## src/rtl/alu_mc.sv

```systemverilog
// alu_mc: multi-cycle ALU with valid/ready handshakes; optional MUL via ALU_MC_MUL_EN
module alu_mc #(
  parameter int WIDTH = 8,
  parameter int SHW   = $clog2(WIDTH)
) (
  input  logic             CLK,
  input  logic             RESET_N,
  input  logic             IN_VALID,
  output logic             IN_READY,
  input  logic [3:0]       OP,
  input  logic             T,
  input  logic [WIDTH-1:0] INPUTA,
  input  logic [WIDTH-1:0] INPUTB,
  output logic             OUT_VALID,
  input  logic             OUT_READY,
  output logic [WIDTH-1:0] OUT,
  output logic [WIDTH-1:0] OUT_HI,
  output logic             ZERO,
  output logic             CARRY,
  output logic             NEG,
  output logic             ERR
);
  localparam logic [3:0] OP_ADD = 4'd0;
  localparam logic [3:0] OP_SUB = 4'd1;
  localparam logic [3:0] OP_XOR = 4'd2;
  localparam logic [3:0] OP_AND = 4'd3;
  localparam logic [3:0] OP_SLL = 4'd4;
  localparam logic [3:0] OP_SRL = 4'd5;
  localparam logic [3:0] OP_SRA = 4'd6;
  localparam logic [3:0] OP_MUL = 4'd7;
  typedef enum logic [1:0] {IDLE, BUSY, DONE} state_t;
  state_t           r_state;
  logic [3:0]       r_op;
  logic [WIDTH-1:0] r_sh;
  logic [SHW:0]     r_cnt;
  logic [SHW-1:0]   w_n;
  logic [WIDTH:0]   w_add, w_sub;
  logic             w_legal, w_is_sh, w_go_busy, w_imm_cy, w_sh_out, w_fin_cy;
  logic [WIDTH-1:0] w_imm, w_sh_nxt, w_fin_out, w_fin_hi;
  // single-cycle results at acceptance and one shift step while busy
  always_comb begin
    w_n       = INPUTB[SHW-1:0];
    w_add     = {1'b0, INPUTA} + {1'b0, INPUTB} + {{WIDTH{1'b0}}, T};
    w_sub     = {1'b0, INPUTA} - {1'b0, INPUTB} - {{WIDTH{1'b0}}, T};
    w_is_sh   = OP == OP_SLL || OP == OP_SRL || OP == OP_SRA;
    w_go_busy = (w_is_sh && w_n != '0) || (w_legal && OP == OP_MUL);
    w_imm     = OP == OP_ADD ? w_add[WIDTH-1:0] :
                OP == OP_SUB ? w_sub[WIDTH-1:0] :
                OP == OP_XOR ? INPUTA ^ INPUTB :
                OP == OP_AND ? INPUTA & INPUTB :
                w_is_sh      ? INPUTA : '0;
    w_imm_cy  = OP == OP_ADD ? w_add[WIDTH] : (OP == OP_SUB && w_sub[WIDTH]);
    w_sh_nxt  = r_op == OP_SLL ? {r_sh[WIDTH-2:0], 1'b0}
                               : {r_op == OP_SRA && r_sh[WIDTH-1], r_sh[WIDTH-1:1]};
    w_sh_out  = r_op == OP_SLL ? r_sh[WIDTH-1] : r_sh[0];
  end
`ifdef ALU_MC_MUL_EN
  logic [WIDTH-1:0] r_a, r_hi;
  logic [WIDTH:0]   w_sum;
  logic             w_mul;
  assign w_legal   = ~OP[3];
  assign w_mul     = r_op == OP_MUL;
  assign w_sum     = {1'b0, r_hi} + (r_sh[0] ? {1'b0, r_a} : '0);
  assign w_fin_out = w_mul ? {w_sum[0], r_sh[WIDTH-1:1]} : w_sh_nxt;
  assign w_fin_hi  = w_mul ? w_sum[WIDTH:1] : '0;
  assign w_fin_cy  = w_mul ? |w_sum[WIDTH:1] : w_sh_out;
  // multiplicand capture and high word of the shift-add accumulator
  always_ff @(posedge CLK or negedge RESET_N) begin
    if (!RESET_N) begin
      r_a  <= '0;
      r_hi <= '0;
    end else if (r_state == IDLE) begin
      r_a  <= INPUTA;
      r_hi <= '0;
    end else if (r_state == BUSY) begin
      r_hi <= w_sum[WIDTH:1];
    end
  end
`else
  assign w_legal   = ~OP[3] && OP != OP_MUL;
  assign w_fin_out = w_sh_nxt;
  assign w_fin_hi  = '0;
  assign w_fin_cy  = w_sh_out;
`endif
  // control FSM with registered handshake, result and flags
  always_ff @(posedge CLK or negedge RESET_N) begin
    if (!RESET_N) begin
      r_state   <= IDLE;
      r_op      <= '0;
      r_sh      <= '0;
      r_cnt     <= '0;
      IN_READY  <= 1'b1;
      OUT_VALID <= 1'b0;
      OUT       <= '0;
      OUT_HI    <= '0;
      ZERO      <= 1'b1;
      CARRY     <= 1'b0;
      NEG       <= 1'b0;
      ERR       <= 1'b0;
    end else begin
      case (r_state)
        IDLE: if (IN_VALID) begin
          r_op     <= OP;
          r_sh     <= OP == OP_MUL ? INPUTB : INPUTA;
          r_cnt    <= OP == OP_MUL ? (SHW+1)'(WIDTH) : {1'b0, w_n};
          IN_READY <= 1'b0;
          if (w_go_busy) begin
            r_state <= BUSY;
          end else begin
            r_state   <= DONE;
            OUT_VALID <= 1'b1;
            OUT       <= w_imm;
            OUT_HI    <= '0;
            ZERO      <= w_imm == '0;
            CARRY     <= w_imm_cy;
            NEG       <= w_imm[WIDTH-1];
            ERR       <= !w_legal;
          end
        end
        BUSY: begin
          r_sh  <= w_fin_out;
          r_cnt <= r_cnt - 1'b1;
          if (r_cnt == (SHW+1)'(1)) begin
            r_state   <= DONE;
            OUT_VALID <= 1'b1;
            OUT       <= w_fin_out;
            OUT_HI    <= w_fin_hi;
            ZERO      <= w_fin_out == '0;
            CARRY     <= w_fin_cy;
            NEG       <= w_fin_out[WIDTH-1];
            ERR       <= 1'b0;
          end
        end
        DONE: if (OUT_READY) begin
          r_state   <= IDLE;
          IN_READY  <= 1'b1;
          OUT_VALID <= 1'b0;
        end
        default: r_state <= IDLE;
      endcase
    end
  end
endmodule
```

## config.mk

```make
export PLATFORM = sky130hd
export DESIGN_NAME = alu_mc
export DESIGN_NICKNAME = d
export VERILOG_FILES = /design/src/rtl/alu_mc.sv
export SDC_FILE = /design/constraint.sdc
export NUM_CORES = 1
export LEC_CHECK = 0
export ABC_AREA = 1
export CAP_MARGIN = 0
export CORE_ASPECT_RATIO = 1.2
export CORE_UTILIZATION = 50
export CTS_CLUSTER_DIAMETER = 50
export DETAILED_ROUTE_END_ITERATION = 8
export GPL_TIMING_DRIVEN = 1
export HOLD_SLACK_MARGIN = 0.08
export MAX_ROUTING_LAYER = met4
export PLACE_DENSITY_LB_ADDON = 0.08
export SYNTH_ARGS = -nofsm -noshare
export SYNTH_HDL_FRONTEND = slang
export SYNTH_SLANG_ARGS = --single-unit
```

## constraint.sdc

```tcl
create_clock -name CLK -period 2 [get_ports CLK]
set_input_delay 0.5 -clock CLK [delete_from_list [all_inputs] [get_ports CLK]]
set_output_delay 0.5 -clock CLK [all_outputs]
set_load 0.005 [all_outputs]
```

; ---- Yosys cells after proc, flatten, opt, wreduce, memory -nomap -nowiden
; Index checks and enable logic that the tools add are counted.
[classes]
add_sub_neg = 5
eq_ne = 17
muxes = 51
bitwise_logic = 3
n_reduce_logical = 23
[ops]
columns = op, count
row1 = $mux 8, 14
row2 = $pmux 8 s2, 3
row3 = $eq 4x3->1 const B, 6
row4 = $mux 1, 20
row5 = $logic_not 8->1, 2
row6 = $pmux 1 s2, 5
row7 = $add 8x8->9, 1
row8 = $add 9x1->9, 1
row9 = $sub 8x8->9, 1
row10 = $sub 9x1->9, 1
row11 = $and 8x8->8, 1
row12 = $eq 4x1->1 const B, 2
row13 = $eq 4x2->1 const B, 2
row14 = $mux 2, 4
row15 = $mux 4, 2
row16 = $ne 2x2->1 const B, 4
row17 = $pmux 4 s2, 1
row18 = $xor 8x8->8, 1
row19 = $pmux 2 s3, 1
row20 = $reduce_and 3->1, 2
row21 = $reduce_bool 3->1, 2
row22 = $logic_and 1x1->1, 5
row23 = $reduce_and 5->1, 1
row24 = $logic_not 4->1, 1
row25 = other kinds (12), 16
[totals]
ff_bits = 40
output_inout_bits = 22

; ---- Longest topological paths before layout
[logic_depth]
ltp_word = 12
depth_mapped = 16
ltp_nobuf = 16

; ---- Worst setup path before layout
; Ideal clock, no wire load.
[synth_timing]
path_kind = input port to flip-flop
startpoint = input port T
endpoint = register ZERO
setup_time_ns = 0.073
t_arrival_ns = 2.188
path_slack_ns = -0.261
cell_stages = 13
n_path_buf = 0
path_cell_list = inv_1 fa_1 fa_1 nand3b_1 nand2_1 nand2_1 nand3_1 nand2_1 nor2_1 nand2_1 nor2_1 nand3_1 a21oi_1
[synth_between]
elab_chain_len = 7
elab_cells_between_ends = 8
cone_classes = 2 x add/sub / 5 x mux / 1 x reduce/logical
[synth_rtl]
columns = element, line
row1 = "start, declared", 11  ; input logic T,
row2 = $sub 9x1->9, 44  ; w_sub = {1'b0, INPUTA} - {1'b0, INPUTB} - {{WIDTH{1'b0}}, T};
row3 = $mux 8, 48  ; OP == OP_SUB ? w_sub[WIDTH-1:0] :
row4 = $mux 8 *, 47  ; w_imm = OP == OP_ADD ? w_add[WIDTH-1:0] :
row5 = $logic_not 8->1 *, 114  ; ZERO <= w_imm == '0;
row6 = $mux 1 *, 107  ; if (w_go_busy) begin
row7 = $mux 1 *, 102  ; IDLE: if (IN_VALID) begin
row8 = $pmux 1 s2 *, 101  ; case (r_state)
row9 = "end signal, assigned", 96  ; ZERO <= 1'b1;
row10 = "end signal, assigned", 114
row11 = "end signal, assigned", 128  ; ZERO <= w_fin_out == '0;
row12 = "end, declared", 18  ; output logic ZERO,
; Mark *: on every way between the ends. The rest lies on a longest branch, timed or not. The select of a mux whose other input is x is not followed.
; A chain may end at the register's enable or synchronous reset.

; ---- Worst setup path after layout
[layout_timing]
startpoint = input port INPUTB[0]
endpoint = register ZERO
[layout_between]
elab_chain_len = 9
elab_cells_between_ends = 19
cone_classes = 4 x add/sub / 1 x eq/ne / 7 x mux / 2 x bitwise / 5 x reduce/logical
[layout_rtl]
columns = element, line
row1 = "start, declared", 13  ; input logic [WIDTH-1:0] INPUTB,
row2 = branches (longest 9 deep; another with $sub 8x8->9), -
; Several ways; the timed one is not identified. The select of a mux whose other input is x is not followed.

==> impl_metrics.env <==
export IMPL_syn_area_sq_um=2997
export IMPL_final_setup_tns_ns=-0.6445
export IMPL_start_util_pct=52.52
export IMPL_route_detailed_wl_per_inst_microns=13.98
export IMPL_p_seq_share_pct=27.5
export IMPL_hpwl_microns=6901
export IMPL_rr_endpoint="OUT[1]$_DFFE_PN0P_"
export IMPL_ys_top_cells_by_area="dfrtp_1 (24%), nand2_1 (17%), ha_1 (10%), inv_1 (9.3%), nand3_1 (5.7%)"
export IMPL_grt_use_total_pct=31.84
export IMPL_finalHoldViolCount=0
export IMPL_cts_root_buf="clkbuf_8"
export IMPL_rows=30
export IMPL_hold_class="flop to flop"
export IMPL_finalNonFillerCells=665
export IMPL_first_pass_iters=4
export IMPL_synth_common_cells="nand2_1 (132), inv_1 (74), nor2_1 (44), nand3_1 (34), o21ai_0 (32)"
export IMPL_area_delta_synth_final_pct=50.19
export IMPL_drt_antenna_violating_nets=0
export IMPL_timing_rr_start="r_cnt[1]$_DFFE_PN0P_"
export IMPL_worstSkewPairLatency_ns=0.29
export IMPL_synth_avg_cell_area_sq_um=6.486
export IMPL_port_buffers=38
export IMPL_synth_async_reset_ratio_pct=100.0
export IMPL_p_leak_nw=2.317
export IMPL_antennaDiodeCount=0
export IMPL_criticalPathCategory="input pin to flop"
export IMPL_dominantRegCellSynth="dfrtp_1"
export IMPL_crit_path_end_kind="flop"
export IMPL_fin_crit_sh_pct=107.6
export IMPL_p_sw_mw=1.772
export IMPL_yosysUniqueCellTypes=32
export IMPL_grt_overflow_total=0
export IMPL_rsz0062_at_grt="true"
export IMPL_violations="setup timing"
export IMPL_synth_most_common_cell="nand2_1"
export IMPL_core_area_sq_um=5705
export IMPL_grt_first_pass_wirelength_microns=15260
export IMPL_yosysWarnings=0
export IMPL_synth_top_cell_by_area="dfrtp_1"
export IMPL_rrSetupSlack_ns=0.15
export IMPL_post_route_drc_count=0
export IMPL_routed_wl_microns=9296
export IMPL_switching_share_pct=41.92
export IMPL_crit_end="ZERO$_DFFE_PN1P_"
export IMPL_power_frac_clock_pct=11.4
export IMPL_viasPerCell=5.182
export IMPL_p_int_mw=2.456
export IMPL_layout_setup_ws_ns=-0.1510
export IMPL_fin_skew_ns=0.003844
export IMPL_cts_buffers=5
export IMPL_seq_area_frac_synth_pct=25.97
export IMPL_ir_worst_vdd_mv=0.5095
export IMPL_setup_violations=7
export IMPL_drv_cap=0
export IMPL_die_w_microns=72.67
export IMPL_placed_cells=649
export IMPL_cp_startpoint="INPUTB[0]"
export IMPL_die_h_microns=86.81
export IMPL_die_area_sq_um=6308
export IMPL_p_comb_share_pct=61.1
export IMPL_final_layout_size_suffix_gt1_share_pct=33.85
export IMPL_outcome="finished, violations left"
export IMPL_required_ns=2.22
export IMPL_cts_hold_buf=0
export IMPL_ys_ff_latch=31
export IMPL_start_kind="input pin"
export IMPL_drv_slew=0
export IMPL_grt_max_degree=32
export IMPL_clkTransAtPathRegs_ns=0.06
export IMPL_fmax_ghz=0.4649
export IMPL_io_pins=47
export IMPL_clockBufferDepth=2
export IMPL_r2r_cells=12
export IMPL_cts_tree="done"
export IMPL_fin_crit_ns=2.151
export IMPL_vias=3446
export IMPL_final_nets=637
export IMPL_finalPower_mw=4.228
export IMPL_synth_top_area_share_pct=24.22
export IMPL_crit_fanout=3
export IMPL_gp_congestion=0.9873
export IMPL_synth_edf_count=0
export IMPL_powerDensity_nw_per_um2=939.4
export IMPL_syn_inst=462
export IMPL_cts_sinks=31
export IMPL_antenna_found_initial=0
export IMPL_grt_pass1_vias=3446
export IMPL_cp_data_arrival_time_ns=2.38
export IMPL_htreeDepth=2
export IMPL_drtIter0Drc=191
metrics by stage:
stage	util, %	area (sq um)	worst slack, ns	hold WS, ns
after floorplan	-	3059	-0.1583	0.2044
after global placement	70.39	4016	-0.9561	0.4598
after detailed placement	70.39	4016	-0.9651	0.4629
after CTS	76.29	4353	-0.1664	0.4801
after global routing	78.88	4501	-0.2617	0.5065
final	78.88	4501	-0.1510	0.4755
worst min-delay path by stage:
stage | to | cells past startpoint | startpoint
after floorplan | CARRY$_DFFE_PN0P_ | 0 | RESET_N
after global placement | OUT_VALID$_DFFE_PN0P_ | 2 | OUT_VALID$_DFFE_PN0P_
after detailed placement | OUT_VALID$_DFFE_PN0P_ | 2 | OUT_VALID$_DFFE_PN0P_
after CTS | OUT_VALID$_DFFE_PN0P_ | 2 | OUT_VALID$_DFFE_PN0P_
after global routing | ERR$_DFFE_PN0P_ | 2 | ERR$_DFFE_PN0P_
final | OUT_VALID$_DFFE_PN0P_ | 2 | OUT_VALID$_DFFE_PN0P_
power by group through the flow:
stage               Sequential [mW]  Combinational [mW]  Clock, mW
floorplan                      1.14                1.32          0
global placement               1.15                2.21          0
detailed placement             1.17                2.26          0
CTS                            1.16                2.38      0.479
global route                   1.20                2.90      0.504
finish                         1.16                2.58      0.481
worst max-delay path, cell delays in order:
cell and delay (ns):
buf_12 0.10, inv_12 0.03, fa_2 0.59, inv_2 0.05, ha_4 0.27, nand2_2 0.05
nand2_2 0.07, nor2_2 0.04, nor2_1 0.11, nand2_1 0.08, nand2_2 0.10, nand3_2 0.09
nor2_2 0.10, nand3_2 0.07, a21oi_2 0.13
cell families after synthesis:
family                     after synthesis  share of synthesized area (%)
and+or+nand+nor                        236                          33.53
buffers and inverters                   93                          13.15
AOI/OAI and AO/OA                       71                          13.95
DFF                                     31                          25.97
adders and majority gates               28                          12.69
xor gates and xnor gates                 2                         0.5847
other                                    1                         0.1251
state kept, by name, summed over array words and instances (netlist names):
name / cells
ZERO: 1
r_state: 2
r_cnt: 4
r_sh: 8
ERR: 1
OUT: 8
IN_READY: 1
r_op: 4
OUT_VALID: 1
CARRY: 1
placed cells by master, fill, tap and decap left out, types with 12 or more instances in the layout:
| cell | instances |
|---|---|
| nand2_1 | 115 |
| buf_4 | 84 |
| inv_1 | 52 |
| nor2_1 | 36 |
| dfrtp_1 | 29 |
| inv_2 | 25 |
| o21ai_0 | 25 |
| nand3_1 | 23 |
| clkdlybuf4s50_1 | 18 |
| nand2_2 | 16 |
| dlygate4sd2_1 | 14 |
| ha_4 | 12 |
per-layer routing:
layer  track usage, %  part of all wire (%)
met1            35.16                    40
met2            57.09                    51
met3            4.419                   5.2
met4            12.66                   3.5
met5                -                     0
cell type report:
cell class / count / area (sq um)
fill: 455 / 1205
tap: 80 / 100.1
clock inverter: 1 / 5.005
multi-input combinational: 345 / 2211
sequential: 31 / 778.2
timing repair buffer: 123 / 1025
clock buffer: 7 / 76.32
inverter: 78 / 305.3
what timing repair did:
action / CTS / global route
buffers inserted: 4 / 8
setup endpoints to repair: 11 / 22
pin swaps: 32 / 29
gates resized for setup: 92 / 36
gates cloned: 0 / 0
No activity file was read; power rests on OpenSTA's default activity.
